===== config.mk =====
export PLATFORM = sky130hd
export DESIGN_NAME = riscv_ctrl_fsm
export DESIGN_NICKNAME = d
export VERILOG_FILES = /design/src/rtl/riscv_ctrl_fsm.sv
export SDC_FILE = /design/constraint.sdc
export NUM_CORES = 1
export LEC_CHECK = 0
export BUFFER_PORTS_ARGS = -buffer_cell sky130_fd_sc_hd__buf_2
export CAP_MARGIN = 25
export CORE_MARGIN = 2
export CORE_UTILIZATION = 50
export CTS_CLUSTER_DIAMETER = 60
export CTS_CLUSTER_SIZE = 24
export DETAILED_ROUTE_END_ITERATION = 6
export GPL_TIMING_DRIVEN = 0
export PLACE_DENSITY = 0.78
export SLEW_MARGIN = 5
export SYNTH_ARGS = -nofsm -noshare
export SYNTH_HDL_FRONTEND = slang
export SYNTH_SLANG_ARGS = --single-unit

===== constraint.sdc =====
create_clock -name clk -period 3.5 [get_ports clk]
set_input_delay 0 -clock clk [delete_from_list [all_inputs] [get_ports clk]]
set_output_delay 0 -clock clk [all_outputs]
set_load 0.005 [all_outputs]

===== src/rtl/riscv_ctrl_fsm.sv =====
// Multi-cycle RISC-V control FSM: FETCH/DECODE/EXEC/MEM/WB with fully registered control outputs.
// Optional build macro CTRL_ILLEGAL_TRAP_EN: illegal opcodes halt in TRAP instead of retiring as a NOP.
module riscv_ctrl_fsm (
  input  logic        clk,
  input  logic        rst,
  input  logic [31:0] inst,
  input  logic        inst_valid,
  output logic        inst_req,
  input  logic        br_eq,
  input  logic        br_lt,
  input  logic        mem_ready,
  output logic        Asel,
  output logic        Bsel,
  output logic [3:0]  ALUSel,
  output logic [2:0]  ImmSel,
  output logic        BrUn,
  output logic        MemRW,
  output logic        RegWEn,
  output logic [1:0]  WBSel,
  output logic        PCSel,
  output logic        pc_en,
  output logic        trap
);

  typedef enum logic [2:0] {
    FETCH  = 3'd0,
    DECODE = 3'd1,
    EXEC   = 3'd2,
    MEM    = 3'd3,
    WB     = 3'd4,
    TRAP   = 3'd5
  } state_t;

  localparam logic [6:0] OP_R      = 7'b0110011;
  localparam logic [6:0] OP_IMM    = 7'b0010011;
  localparam logic [6:0] OP_LOAD   = 7'b0000011;
  localparam logic [6:0] OP_STORE  = 7'b0100011;
  localparam logic [6:0] OP_BRANCH = 7'b1100011;
  localparam logic [6:0] OP_JAL    = 7'b1101111;
  localparam logic [6:0] OP_JALR   = 7'b1100111;
  localparam logic [6:0] OP_LUI    = 7'b0110111;
  localparam logic [6:0] OP_AUIPC  = 7'b0010111;

  state_t      state_q, state_d;
  logic [31:0] ir_q, ir_d;
  logic        taken_q, taken_d;

  logic        inst_req_q, inst_req_d;
  logic        asel_q, asel_d;
  logic        bsel_q, bsel_d;
  logic [3:0]  alusel_q, alusel_d;
  logic [2:0]  immsel_q, immsel_d;
  logic        brun_q, brun_d;
  logic        memrw_q, memrw_d;
  logic        regwen_q, regwen_d;
  logic [1:0]  wbsel_q, wbsel_d;
  logic        pcsel_q, pcsel_d;
  logic        pc_en_q, pc_en_d;

  // Decoded fields of the instruction that will be held in ir next cycle
  logic        dec_legal, dec_asel, dec_bsel, dec_brun, dec_rwe;
  logic        dec_jump, dec_mem, dec_store, dec_branch;
  logic [3:0]  dec_alu;
  logic [2:0]  dec_imm;
  logic [1:0]  dec_wbsel;
  logic [6:0]  opc;
  logic [2:0]  f3;
  logic        br_cond;

  function automatic logic [3:0] alu_f(input logic [2:0] fn3, input logic alt, input logic rtype);
    logic [3:0] r;
    case (fn3)
      3'b000:  r = (rtype && alt) ? 4'd2 : 4'd1;
      3'b001:  r = 4'd3;
      3'b010:  r = 4'd4;
      3'b011:  r = 4'd5;
      3'b100:  r = 4'd6;
      3'b101:  r = alt ? 4'd8 : 4'd7;
      3'b110:  r = 4'd9;
      default: r = 4'd10;
    endcase
    return r;
  endfunction

  always_comb begin
    opc        = ir_d[6:0];
    f3         = ir_d[14:12];
    dec_legal  = 1'b0;
    dec_asel   = 1'b0;
    dec_bsel   = 1'b0;
    dec_alu    = 4'd0;
    dec_imm    = 3'd0;
    dec_brun   = 1'b0;
    dec_rwe    = 1'b0;
    dec_wbsel  = 2'd1;
    dec_jump   = 1'b0;
    dec_mem    = 1'b0;
    dec_store  = 1'b0;
    dec_branch = 1'b0;
    case (opc)
      OP_R: begin
        dec_legal = 1'b1;
        dec_alu   = alu_f(f3, ir_d[30], 1'b1);
        dec_rwe   = 1'b1;
      end
      OP_IMM: begin
        dec_legal = 1'b1;
        dec_bsel  = 1'b1;
        dec_alu   = alu_f(f3, ir_d[30], 1'b0);
        dec_rwe   = 1'b1;
      end
      OP_LOAD: begin
        dec_legal = 1'b1;
        dec_bsel  = 1'b1;
        dec_alu   = 4'd1;
        dec_rwe   = 1'b1;
        dec_wbsel = 2'd0;
        dec_mem   = 1'b1;
      end
      OP_STORE: begin
        dec_legal = 1'b1;
        dec_bsel  = 1'b1;
        dec_alu   = 4'd1;
        dec_imm   = 3'd1;
        dec_mem   = 1'b1;
        dec_store = 1'b1;
      end
      OP_BRANCH: begin
        dec_legal  = 1'b1;
        dec_asel   = 1'b1;
        dec_bsel   = 1'b1;
        dec_alu    = 4'd1;
        dec_imm    = 3'd2;
        dec_brun   = f3[1];
        dec_branch = 1'b1;
      end
      OP_JAL: begin
        dec_legal = 1'b1;
        dec_asel  = 1'b1;
        dec_bsel  = 1'b1;
        dec_alu   = 4'd1;
        dec_imm   = 3'd4;
        dec_rwe   = 1'b1;
        dec_wbsel = 2'd2;
        dec_jump  = 1'b1;
      end
      OP_JALR: begin
        dec_legal = 1'b1;
        dec_bsel  = 1'b1;
        dec_alu   = 4'd1;
        dec_rwe   = 1'b1;
        dec_wbsel = 2'd2;
        dec_jump  = 1'b1;
      end
      OP_LUI: begin
        dec_legal = 1'b1;
        dec_imm   = 3'd3;
        dec_rwe   = 1'b1;
        dec_wbsel = 2'd3;
      end
      OP_AUIPC: begin
        dec_legal = 1'b1;
        dec_asel  = 1'b1;
        dec_bsel  = 1'b1;
        dec_alu   = 4'd1;
        dec_imm   = 3'd3;
        dec_rwe   = 1'b1;
      end
      default: ;
    endcase
  end

  always_comb begin
    case (f3)
      3'b000:  br_cond = br_eq;
      3'b001:  br_cond = ~br_eq;
      3'b100:  br_cond = br_lt;
      3'b101:  br_cond = ~br_lt;
      3'b110:  br_cond = br_lt;
      3'b111:  br_cond = ~br_lt;
      default: br_cond = 1'b0;
    endcase
  end

  always_comb begin
    state_d = state_q;
    ir_d    = ir_q;
    taken_d = taken_q;
    case (state_q)
      FETCH: begin
        if (inst_valid) begin
          ir_d    = inst;
          taken_d = 1'b0;
          state_d = DECODE;
        end
      end
      DECODE: begin
        if (dec_legal) state_d = EXEC;
`ifdef CTRL_ILLEGAL_TRAP_EN
        else           state_d = TRAP;
`else
        else           state_d = WB;
`endif
      end
      EXEC: begin
        taken_d = dec_branch & br_cond;
        state_d = dec_mem ? MEM : WB;
      end
      MEM:     if (mem_ready) state_d = WB;
      WB:      state_d = FETCH;
      TRAP:    state_d = TRAP;
      default: state_d = FETCH;
    endcase
  end

  // Outputs are computed for the state being entered so the registered values line up with state_q
  always_comb begin
    inst_req_d = (state_d == FETCH);
    asel_d     = 1'b0;
    bsel_d     = 1'b0;
    alusel_d   = 4'd0;
    immsel_d   = 3'd0;
    brun_d     = 1'b0;
    memrw_d    = 1'b0;
    regwen_d   = 1'b0;
    wbsel_d    = 2'd0;
    pcsel_d    = 1'b0;
    pc_en_d    = 1'b0;
    if (state_d == DECODE || state_d == EXEC || state_d == MEM || state_d == WB) begin
      asel_d   = dec_asel;
      bsel_d   = dec_bsel;
      alusel_d = dec_alu;
      immsel_d = dec_imm;
      brun_d   = dec_brun;
    end
    if (state_d == MEM) memrw_d = dec_store;
    if (state_d == WB) begin
      pc_en_d  = 1'b1;
      regwen_d = dec_rwe;
      wbsel_d  = dec_wbsel;
      pcsel_d  = dec_jump | taken_d;
    end
  end

  always_ff @(posedge clk or posedge rst) begin
    if (rst) begin
      state_q    <= FETCH;
      ir_q       <= 32'd0;
      taken_q    <= 1'b0;
      inst_req_q <= 1'b0;
      asel_q     <= 1'b0;
      bsel_q     <= 1'b0;
      alusel_q   <= 4'd0;
      immsel_q   <= 3'd0;
      brun_q     <= 1'b0;
      memrw_q    <= 1'b0;
      regwen_q   <= 1'b0;
      wbsel_q    <= 2'd0;
      pcsel_q    <= 1'b0;
      pc_en_q    <= 1'b0;
    end else begin
      state_q    <= state_d;
      ir_q       <= ir_d;
      taken_q    <= taken_d;
      inst_req_q <= inst_req_d;
      asel_q     <= asel_d;
      bsel_q     <= bsel_d;
      alusel_q   <= alusel_d;
      immsel_q   <= immsel_d;
      brun_q     <= brun_d;
      memrw_q    <= memrw_d;
      regwen_q   <= regwen_d;
      wbsel_q    <= wbsel_d;
      pcsel_q    <= pcsel_d;
      pc_en_q    <= pc_en_d;
    end
  end

`ifdef CTRL_ILLEGAL_TRAP_EN
  logic trap_q;
  always_ff @(posedge clk or posedge rst) begin
    if (rst) trap_q <= 1'b0;
    else     trap_q <= (state_d == TRAP);
  end
  assign trap = trap_q;
`else
  assign trap = 1'b0;
`endif

  assign inst_req = inst_req_q;
  assign Asel     = asel_q;
  assign Bsel     = bsel_q;
  assign ALUSel   = alusel_q;
  assign ImmSel   = immsel_q;
  assign BrUn     = brun_q;
  assign MemRW    = memrw_q;
  assign RegWEn   = regwen_q;
  assign WBSel    = wbsel_q;
  assign PCSel    = pcsel_q;
  assign pc_en    = pc_en_q;

endmodule


==> results.md, run 1 <==
- Die span in y: 62.8 µm
- Yosys top cell area share: 0.463
- Row count: 21
- Clock Skew: 0.0108 ns
- PD cells: 694 nW/µm²
- DP Cell Count: 264
- Critical Path Sink Type: flop
- PnR worst setup slack: about 1.1 ns
- Post-Syn Instances: approximately 180
- Sw frac: 0.395
- Post-Place Worst Slack: roughly 1.2 ns
- WP data required: approximately 3.8 ns
- Layout cells sized above 1: 0.258
- Synth unique cells: 44
- Cell taking the most area after synthesis: dfrtp_1
- Worst hold path class: in -> reg
- Measured slew at the worst slew-check pin: between 0.7 and 0.8 ns
- Hold_ws: approximately 0.06 ns
- DP Area: approximately 2000 µm²
- H-tree Lvls: 2
- Status: completed
- Critical path class: reg -> reg
- Iter 0 DRT Violations: 46
- Global-route wire length before repair: 6910 µm
- Die width: between 60 and 70 µm
- Core Area: roughly 3300 µm²
- DR vias/cell: ~5.6
- Fmax: 424 MHz
- Io pins: 56
- TritonCTS Sinks: 32
- Port Buf Inserts: 33
- #FFs+latches synth: 32
- Arr. time, crit path: between 2 and 3 ns
- Total grt overflow: 0
- Fin crit share: 0.673
- Syn nets: ~220
- Synth Area in Compound Gates: 0.184
- Largest net degree at the start of global routing: 20
- Cts bufs inserted: 5
- Remaining DRCs: 0
- Clock power share: 0.184
- Total global-route track usage: 0.224
- DP HPWL: between 2000 and 3000 µm
- Setup crit start kind: flop
- Antenna diodes: 0
- Post-route ant nets: 0
- Starting Density: 0.518
- DR vias: ~1600
- CTS tree: built
- Mapped Area: 1730 µm²
- Synth Flop Type: dfrtp_1
- Die ar.: between 3000 and 4000 µm²
- Post-layout nets: 270
- Top cells by instance count after synthesis: 32 x dfrtp_1, 28 x nand2_1, 12 x nor2_1
- Post-Route WL: between 3000 and 4000 µm
- Clock-pin slew on the worst setup and hold paths: approximately 0.09 ns
- Non-filler cells in the finished layout: ~280
- Routability cong.: 0.893
- Internal power: between 0.0008 and 0.0009 W
- Post-synth ARST share: 1.00
- Max-slew violations: 0
- Area Overhead vs Synth: 23.0%
- Leak pwr: between 1 and 1.5 nW
- RSZ-0062 raised after global routing: false
- Antenna violations before repair: 0
- Post-synth EDFFs: 0
- CTS Root Cell: clkbuf_4
- Register area share after synthesis: 0.463
- Yosys Warn Count: 0
- Synth Area per Inst: roughly 9.4 µm²
- Number of global-route vias before repair: about 1500
- Multiplexer area fraction after synthesis: 0.0377
- Post-Layout Inst Area: around 2100 µm²
- DR pass1 iterations: 4
- Worst slew margin: 0.493
- Sequential group share of total power: 0.371
- Xor/xnor share of the synthesized area: 0.0101
- Count leader, synth: dfrtp_1
- Clk Latency, worst-skew pair: 0.33 ns
- Top cells by area, synth: dfrtp_1 46%, nand2_1 6.1%, nor2b_1 3.6%
- Final Hold Vio Count: 0
- Maximum vdd drop: between 0.3 and 0.4 mV
- Net switching power: roughly 0.00058 W
- Final setup violation count: 0
- CP max FO: 10
- Post-route setup TNS: 0 ns
- Combinational share of power: 0.446
- Largest family of logic cells by synthesized area: simple AND/OR/NAND/NOR gates
- Final Critical Period: 2.36 ns
- Post-Synth Simple-Gate Area: 0.266
- Post-synthesis adder-cell area fraction: 0
- Max cap viols: 0
- Wirelength per Cell: approximately 14 µm
- Clock Tree Buf Depth: 2
==> sequential cells by signal (all words and copies together), names as in the netlist <==
register	count
Asel	1
state_q	3
inst_req	1
ALUSel	4
ImmSel	3
PCSel	1
taken_q	1
pc_en	1
BrUn	1
MemRW	1
RegWEn	1
Bsel	1
WBSel	2
ir_q	11
==> power groups by stage <==
| stage | sequential (W) | combinational, W | clock [W] |
|---|---|---|---|
| after floorplan | 0.000537 | 0.000484 | 0 |
| after global placement | 0.000546 | 0.000627 | 0 |
| after detailed placement | 0.000550 | 0.000638 | 0 |
| after CTS | 0.000543 | 0.000649 | 0.000274 |
| after global routing | 0.000561 | 0.000730 | 0.000302 |
| final | 0.000546 | 0.000657 | 0.000271 |
==> placed cells by master (no fill, tap or decap), drive strengths merged, types with 2 or more instances in the layout <==
master,count
and2,2
buf,42
inv,4
o21ai,8
mux2i,2
o31a,2
nand3,7
and3b,2
nor2b,10
or2,2
clkbuf,7
dlygate4sd3,7
nor4bb,2
a211oi,7
o22ai,3
dfrtp,32
xor2,2
o31ai,2
mux2,4
nor3,8
nand2,28
nor2,12
and3,4
nand4,2
o21a,2
nor3b,3
a21oi,10
==> final cells by class <==
type	count	area [µm²]
plain buffers	9	48.8
clock buffers	6	41.3
clock inverters	2	35.0
fillers	306	1210
inverters	4	15.0
multi-input cells	139	863
flip-flops and latches	32	801
well taps	46	57.6
repair buffers	41	263
==> routing by layer <==
metal / track usage / routed length (µm) / vias to the layer above
met2: 0.359 / 1840 / 51
li1: - / - / 751
met3: 0.0414 / 223 / 7
met1: 0.303 / 1800 / 751
met4: 0.0833 / 47 / 0
met5: 0 / 0 / -
==> critical path: stages (launching register included) <==
cell      delay, ns
dfrtp_1        0.38
buf_2          0.18
nor4b_4        0.40
buf_4          0.25
mux2_2         0.43
a211oi_1       0.25
o21ai_0        0.19
a21oi_1        0.19
==> what timing repair did <==
action / in CTS / in global routing
buffers inserted: 0 / 0
hold buffers: 7 / 0
resized for setup: 0 / 0
hold endpoints to repair: 19 / 0
==> cells by family after synthesis <==
kind of cell / Yosys count
and+or+nand+nor: 86
AOI/OAI and AO/OA: 44
DFF: 32
buffers and inverters: 13
muxes: 6
xor gates and xnor gates: 2
other: 1
==> metrics by stage <==
step / util / power, W
2_1_floorplan: - / 0.00102
3_3_place_gp: 0.585 / 0.00117
3_5_place_dp: 0.593 / 0.00119
4_1_cts: 0.637 / 0.00147
5_1_grt: 0.637 / 0.00159
6_report: 0.637 / 0.00147
==> path summary, 6_finish.rpt <==
kind | from | endpoint | depth (start not counted) | slack (ns)
worst min register to register | ir_q[1]$_DFF_PP0_ | ir_q[1]$_DFF_PP0_ | 2 | 0.52
max in group asynchronous | rst | state_q[1]$_DFF_PP0_ | 4 | 2.73
worst max register to register | state_q[1]$_DFF_PP0_ | PCSel$_DFF_PP0_ | 7 | 1.14
worst max-delay path | state_q[1]$_DFF_PP0_ | PCSel$_DFF_PP0_ | 7 | 1.14
min in group asynchronous | rst | ir_q[13]$_DFF_PP0_ | 3 | 0.27
worst min-delay path | inst_valid | inst_req$_DFF_PP0_ | 3 | 0.06
Power figures use the tool's default switching activity.
==> run 2: changes to the inputs <==
--- a/config.mk
+++ b/config.mk
@@ -5,15 +5,16 @@
 export SDC_FILE = /design/constraint.sdc
 export NUM_CORES = 1
 export LEC_CHECK = 0
+export ABC_AREA = 1
 export BUFFER_PORTS_ARGS = -buffer_cell sky130_fd_sc_hd__buf_2
 export CAP_MARGIN = 25
 export CORE_MARGIN = 2
-export CORE_UTILIZATION = 50
+export CORE_UTILIZATION = 46
 export CTS_CLUSTER_DIAMETER = 60
 export CTS_CLUSTER_SIZE = 24
 export DETAILED_ROUTE_END_ITERATION = 6
 export GPL_TIMING_DRIVEN = 0
-export PLACE_DENSITY = 0.78
+export PLACE_DENSITY = 0.75
 export SLEW_MARGIN = 5
 export SYNTH_ARGS = -nofsm -noshare
 export SYNTH_HDL_FRONTEND = slang
==> constraint.sdc (replaced) <==
create_clock -name clk -period 2 [get_ports clk]
set_input_delay 0 -clock clk [delete_from_list [all_inputs] [get_ports clk]]
set_output_delay 0 -clock clk [all_outputs]
set_load 0.005 [all_outputs]
==> results.md, run 2 <==
- Starting Density: 0.469 (was 0.518)
- DR vias/cell: 5.41 (was 5.59)
- Syn nets: 265 (was 222)
- Post-synth EDFFs: 0 (unchanged)
- Worst reg2reg endpoint: ALUSel[0]$_DFF_PP0_ (was PCSel$_DFF_PP0_)
- CP max FO: 6 (was 10)
- Remaining DRCs: 0 (unchanged)
- Area Overhead vs Synth: 48.3% (was 23.0%)
- Global-route wire length before repair: 7480 µm (was 6910 µm)
- Fin crit share: 1.17 (was 0.673)
- Die span in y: 67.4 µm (was 62.8 µm)
- Largest net degree at the start of global routing: 18 (was 20)
- Die width: 67.4 µm (was 62.8 µm)
- Iter 0 DRT Violations: 158 (was 46)
- Biggest register: ir_q (unchanged)
- Max cap viols: 0 (unchanged)
- Antenna violations before repair: 0 (unchanged)
- Hold Path Depth: 3 (unchanged)
- PD cells: 1460 nW/µm² (was 694 nW/µm²)
- Min-delay src: inst[13] (was inst_valid)
- Hold_ws: -0.00580 ns (was 0.0586 ns)
- Synth Area per Inst: 8.14 µm² (was 9.39 µm²)
- Tot Pwr: 0.00400 W (was 0.00147 W)
- Yosys Warn Count: 0 (unchanged)
- Core Area: 3940 µm² (was 3340 µm²)
- DR pass1 iterations: 4 (unchanged)
- Total global-route track usage: 0.225 (was 0.224)
- CTS tree: built (unchanged)
- Non-filler cells in the finished layout: 353 (was 279)
- Critical path class: reg -> reg (unchanged)
- Fmax: 429 MHz (was 424 MHz)
- Post-route ant nets: 0 (unchanged)
- Top cells by area, synth: dfrtp_1 43%, nand2_1 10%, inv_1 5.5% (was dfrtp_1 46%, nand2_1 6.1%, nor2b_1 3.6%)
- Total grt overflow: 0 (unchanged)
- Worst Hold Endpoint: ir_q[13]$_DFF_PP0_ (was inst_req$_DFF_PP0_)
- Worst r2r src: state_q[0]$_DFF_PP0_ (was state_q[1]$_DFF_PP0_)
- Clk Latency, worst-skew pair: 0.29 ns (was 0.33 ns)
- Commonest non-fill, non-tap cells in the layout: 34 x nand2_1, 34 x buf_2, 31 x dfrtp_1, 28 x buf_4, 25 x inv_1 (was 39 x buf_2, 32 x dfrtp_1, 28 x nand2_1, 12 x nor2_1, 10 x nor2b_1)
- Post-Syn Instances: 227 (was 184)
- Max-slew violations: 0 (unchanged)
- Max FFs per register: 11 (unchanged)
- Die ar.: 4540 µm² (was 3940 µm²)
- Worst slew margin: 0.521 (was 0.493)
- Row count: 23 (was 21)
- DP Cell Count: 311 (was 264)
- Clock Skew: 0.00570 ns (was 0.0108 ns)
- Number of fill cells: 264 (was 306)
- Final Hold Vio Count: 2 (was 0)
- Post-layout nets: 340 (was 270)
- H-tree Lvls: 2 (unchanged)
- Worst hold path class: in -> reg (unchanged)
- Setup crit start kind: flop (unchanged)
- Cts bufs inserted: 5 (unchanged)
- #FFs+latches synth: 32 (unchanged)
- Cell taking the most area after synthesis: dfrtp_1 (unchanged)
- TritonCTS Sinks: 32 (unchanged)
- Number of global-route vias before repair: 1644 (was 1497)
- Leak pwr: 1.39 nW (was 1.06 nW)
- Measured slew at the worst slew-check pin: 0.718 ns (was 0.751 ns)
- Register area share after synthesis: 0.433 (was 0.463)
- CTS Root Cell: clkbuf_8 (was clkbuf_4)
- Top cells by instance count after synthesis: 50 x nand2_1, 32 x dfrtp_1, 27 x inv_1 (was 32 x dfrtp_1, 28 x nand2_1, 12 x nor2_1)
- Post-Route WL: 5490 µm (was 3910 µm)
- Maximum vdd drop: 0.608 mV (was 0.370 mV)
- Synth unique cells: 27 (was 44)
- DR vias: 1911 (was 1560)
- Status: finished with violations (was completed)
- Port Buf Inserts: 33 (unchanged)
- Layout cells sized above 1: 0.508 (was 0.258)
- WP data required: 2.15 ns (was 3.75 ns)
- Post-synth ARST share: 1.00 (unchanged)
- Reg2Reg Setup Slack: -0.33 ns (was 1.14 ns)
- Mapped Area: 1850 µm² (was 1730 µm²)
- Reg2reg path depth: 14 (was 7)
- Yosys top cell area share: 0.433 (was 0.463)
- Count leader, synth: nand2_1 (was dfrtp_1)
- DP HPWL: 2870 µm (about the same)
- Clock Tree Buf Depth: 2 (unchanged)
- Critical Path Sink Type: flop (unchanged)
- Arr. time, crit path: 2.48 ns (was 2.61 ns)
- Final setup violation count: 18 (was 0)
- Final Critical Period: 2.33 ns (was 2.36 ns)
- Synth Flop Type: dfrtp_1 (unchanged)
- RSZ-0062 raised after global routing: true (was false)
- Violated checks: hold timing, setup timing
- PnR worst setup slack: -0.331 ns (was 1.14 ns)
- Wirelength per Cell: 15.6 µm (was 14.0 µm)
- Clock-pin slew on the worst setup and hold paths: 0.07 ns (was 0.09 ns)
- Routability cong.: 0.832 (was 0.893)
- Io pins: 56 (unchanged)
- Antenna diodes: 0 (unchanged)
[run 2: final cells by class]
class	count	area (µm²)	area share
tap	50	62.6	0.0228
multi-input combinational	163	1110	0.406
clock inverter	1	30.0	0.0110
sequential	32	802	0.293
clock buffer	7	96.3	0.0352
inverter	27	105	0.0384
timing repair buffer	67	472	0.172
buffer	6	60.1	0.0219
[run 2: repair_timing]
item	CTS	global route
resized for setup	29	35
hold buffers	1	0
cloned	3	1
setup buffers	18	11
setup endpoints to repair	17	19
endpoints found under the hold margin	16	0
pin swaps	18	19
[run 2: worst max-delay path, cell delays in order, from the launching register on]
cell     delay [ns]
dfrtp_1        0.42
nor2_4         0.24
buf_4          0.16
nand3_1        0.08
nand2_2        0.12
inv_1          0.14
nand3_1        0.14
a21oi_2        0.09
nand2_1        0.10
nand3_2        0.10
inv_1          0.11
nand3_2        0.11
nor2_4         0.17
buf_6          0.15
nor3_2         0.04
[run 2: how the worst max path moves through the flow]
stage,end,startpoint,slack [ns]
after floorplan,ALUSel[0]$_DFF_PP0_,state_q[0]$_DFF_PP0_,0.01
after global placement,ALUSel[1]$_DFF_PP0_,state_q[0]$_DFF_PP0_,-0.26
after detailed placement,ALUSel[1]$_DFF_PP0_,state_q[0]$_DFF_PP0_,-0.29
after CTS,ALUSel[0]$_DFF_PP0_,state_q[2]$_DFF_PP0_,-0.17
after global routing,WBSel[1]$_DFF_PP0_,state_q[0]$_DFF_PP0_,-0.42
final,ALUSel[0]$_DFF_PP0_,state_q[0]$_DFF_PP0_,-0.33
[run 2: kinds of logic after synthesis]
| group | after synthesis | synth area share |
|---|---|---|
| AOI/OAI and AO/OA | 14 | 0.0413 |
| buffers and inverters | 33 | 0.0853 |
| DFF | 32 | 0.433 |
| other | 1 | 0.00203 |
| and+or+nand+nor | 147 | 0.438 |
[run 2: metrics by stage]
step / TNS, ns / cell area (µm²) / util / worst slack, ns / hold WS, ns
after floorplan: 0 / 1850 / - / 0.0135 / 0.116
after global placement: -3.13 / 2080 / 0.527 / -0.257 / 0.278
after detailed placement: -3.72 / 2100 / 0.533 / -0.287 / 0.144
after CTS: -2.27 / 2520 / 0.639 / -0.169 / 0.00793
after global routing: -6.65 / 2740 / 0.695 / -0.423 / 0.0181
final: -4.74 / 2740 / 0.695 / -0.331 / -0.00580
[run 2: per-layer routing]
metal | part of all wire | track usage
met1 | 0.35 | 0.253
met3 | 0.065 | 0.0567
met5 | 0 | 0
met2 | 0.53 | 0.403
met4 | 0.053 | 0.0893
[run 2: report_power, final]
| part | total, W | internal [W] | switching (W) |
|---|---|---|---|
| logic | 0.00239 | 0.000932 | 0.00146 |
| clock network | 0.000682 | 0.000439 | 0.000243 |
| registers | 0.000922 | 0.000817 | 0.000105 |
| total | 0.00400 | 0.00219 | 0.00181 |
==> run 3: changes to the inputs <==
--- a/config.mk
+++ b/config.mk
@@ -9,12 +9,13 @@
 export BUFFER_PORTS_ARGS = -buffer_cell sky130_fd_sc_hd__buf_2
 export CAP_MARGIN = 25
 export CORE_MARGIN = 2
-export CORE_UTILIZATION = 46
+export CORE_UTILIZATION = 48
+export CTS_BUF_LIST = sky130_fd_sc_hd__clkbuf_8
 export CTS_CLUSTER_DIAMETER = 60
 export CTS_CLUSTER_SIZE = 24
 export DETAILED_ROUTE_END_ITERATION = 6
 export GPL_TIMING_DRIVEN = 0
-export PLACE_DENSITY = 0.75
+export PLACE_DENSITY = 0.77
 export SLEW_MARGIN = 5
 export SYNTH_ARGS = -nofsm -noshare
 export SYNTH_HDL_FRONTEND = slang
==> results.md, run 3 (synthesis gave the netlist of run 2 again) <==
- Status: finished with violations (unchanged)
- Violated checks: setup timing (was hold timing, setup timing)
- Core Area: 3690 µm² (was 3940 µm²)
- Routability cong.: 0.844 (was 0.832)
- Final setup violation count: 17 (was 18)
- Reg2Reg Setup Slack: -0.32 ns (was -0.33 ns)
- Io pins: 56 (unchanged)
- Cts bufs inserted: 5 (unchanged)
- Grt met2 use: 0.413 (was 0.403)
- Post-route setup TNS: -4.74 ns (about the same)
- Biggest register: ir_q (unchanged)
- Arr. time, crit path: 2.47 ns (was 2.48 ns)
- Antenna diodes: 0 (unchanged)
- Commonest non-fill, non-tap cells in the layout: 33 x buf_4, 33 x buf_2, 32 x dfrtp_1, 28 x nand2_1, 25 x inv_1 (was 34 x nand2_1, 34 x buf_2, 31 x dfrtp_1, 28 x buf_4, 25 x inv_1)
- TritonCTS Sinks: 32 (unchanged)
- CTS Root Cell: clkbuf_8 (unchanged)
- DR pass1 iterations: 4 (unchanged)
- Max FFs per register: 11 (unchanged)
- Measured slew at the worst slew-check pin: 0.718 ns (about the same)
- Antenna violations before repair: 0 (unchanged)
- Final Critical Period: 2.32 ns (was 2.33 ns)
- RSZ-0062 raised after global routing: true (unchanged)
- Port Buf Inserts: 33 (unchanged)
- Number of global-route vias before repair: 1793 (was 1644)
- Row count: 22 (was 23)
- Grt met1 use: 0.286 (was 0.253)
- DR vias/cell: 5.25 (was 5.41)
- Die ar.: 4360 µm² (was 4540 µm²)
- Clock Tree Buf Depth: 2 (unchanged)
- DR vias: 1883 (was 1911)
- Largest net degree at the start of global routing: 18 (unchanged)
- Leak pwr: 1.45 nW (was 1.39 nW)
- GR Util met3: 0.0630 (was 0.0567)
- Clock Skew: 0.00589 ns (was 0.00570 ns)
- GRT Max-Usage Layer: met2 (unchanged)
- H-tree Lvls: 2 (unchanged)
- PD cells: 1490 nW/µm² (was 1460 nW/µm²)
- CP max FO: 6 (unchanged)
- Delay-heaviest family, CP: simple AND/OR/NAND/NOR gates (unchanged)
- Critical Path Sink Type: flop (unchanged)
- Setup crit start kind: flop (unchanged)
- CTS tree: built (unchanged)
- Iter 0 DRT Violations: 161 (was 158)
- Fmax: 431 MHz (was 429 MHz)
- Wirelength per Cell: 14.8 µm (was 15.6 µm)
- Critical path class: reg -> reg (unchanged)
- Die span in y: 66.1 µm (was 67.4 µm)
- PnR worst setup slack: -0.321 ns (was -0.331 ns)
- Post-route ant nets: 0 (unchanged)
- Die width: 66.1 µm (was 67.4 µm)
- Fin crit share: 1.16 (was 1.17)
- Post-Route WL: 5310 µm (was 5490 µm)
- Hold_ws: 0.00830 ns (was -0.00580 ns)
- Max cap viols: 0 (unchanged)
- Max-slew violations: 0 (unchanged)
- WP data required: 2.14 ns (was 2.15 ns)
- Total grt overflow: 0 (unchanged)
- Worst hold path class: in -> reg (unchanged)
- Worst slew margin: 0.521 (about the same)
- Tot Pwr: 0.00421 W (was 0.00400 W)
- DP HPWL: 2860 µm (was 2870 µm)
- Remaining DRCs: 0 (unchanged)
- Most used cell, CP: buf_6
- Clock-pin slew on the worst setup and hold paths: 0.07 ns (about the same)
- Critical Path, Cell by Cell: nor2_4 > buf_6 > buf_6 > nand3b_1 > nand2_4 > nand2_4 > nor2_1 > o21ai_2 > nand4_1 > nand3_2 > nor2_4 > buf_6 > nor3_2 (was nor2_4 > buf_4 > nand3_1 > nand2_2 > inv_1 > nand3_1 > a21oi_2 > nand2_1 > nand3_2 > inv_1 > nand3_2 > nor2_4 > buf_6 > nor3_2)
- Total global-route track usage: 0.245 (was 0.225)
- Maximum vdd drop: 0.975 mV (was 0.608 mV)
- Global-route wire length before repair: 7970 µm (was 7480 µm)
- Number of fill cells: 244 (was 264)
- Area Overhead vs Synth: 52.7% (was 48.3%)
- CP max stage delay: 0.42 ns (about the same)
- Worst Path Buf+Inv: 3 (was 4)
- Layout cells sized above 1: 0.537 (was 0.508)
- Final Hold Vio Count: 0 (was 2)
- Slowest-stage cell, CP: dfrtp_1 (unchanged)
- Post-layout nets: 348 (was 340)
- Starting Density: 0.501 (was 0.469)
- Clk Latency, worst-skew pair: 0.29 ns (about the same)
==> run 3: cell count changes in the layout (fill, tap and decap cells not counted), sizes merged <==
cell / previous run / this run
clkinvlp: 1 / 0
inv: 26 / 28
dlygate4sd3: 1 / 2
buf: 71 / 78
clkinv: 0 / 1
clkbuf: 8 / 6
==> run 3: worst paths after layout <==
kind	startpoint	endpoint	cells after the start
worst max-delay path	state_q[0]$_DFF_PP0_	ALUSel[0]$_DFF_PP0_	13
worst min-delay path	inst[3]	ir_q[3]$_DFF_PP0_	3
worst max register to register	state_q[0]$_DFF_PP0_	ALUSel[0]$_DFF_PP0_	13
worst min register to register	ir_q[30]$_DFF_PP0_	ir_q[30]$_DFF_PP0_	2
max in group asynchronous	rst	ir_q[12]$_DFF_PP0_	4
min in group asynchronous	rst	MemRW$_DFF_PP0_	3
==> run 3: where the power goes <==
group	internal [W]	switching, W
sequential	0.000816	0.0000930
clock	0.000364	0.000242
combinational	0.00112	0.00157
total	0.00230	0.00190
==> run 3: repair_timing <==
action                                 CTS  global route
hold buffers                             2             0
gates resized for setup                 50            37
setup buffers                           29            10
pin swaps                               35            25
setup endpoints to repair               17            18
gates cloned                             3             0
endpoints found under the hold margin   16             0
==> run 3: area by class of cell <==
| class | instances | area [µm²] | share of cell area |
|---|---|---|---|
| buffer | 5 | 48.8 | 0.0173 |
| clock buffer | 5 | 68.8 | 0.0244 |
| clock inverter | 3 | 38.8 | 0.0137 |
| inverter | 27 | 106 | 0.0377 |
| multi-input combinational | 163 | 1150 | 0.408 |
| sequential | 32 | 801 | 0.284 |
| tap | 48 | 60.1 | 0.0213 |
| timing repair buffer | 76 | 547 | 0.194 |
==> run 3: per-stage QoR <==
stage                     cell area, µm²  utilization  setup WS, ns  cells
after floorplan                     1850            -        0.0135    227
after global placement              2070        0.562        -0.257    308
after detailed placement            2100        0.570        -0.315    309
after CTS                           2620        0.710        -0.159    350
after global routing                2820        0.765        -0.420    359
final                               2820        0.765        -0.321    359
==> run 3: metal layers <==
layer / vias up / wire, µm
li1: 895 / -
met1: 887 / 2060
met2: 80 / 2680
met3: 21 / 361
met4: 0 / 211
met5: - / 0
==> run 3: tightest hold or removal path: stages <==
cell,delay [ns]
buf_2,0.08
nand3_1,0.08
nand2_2,0.09
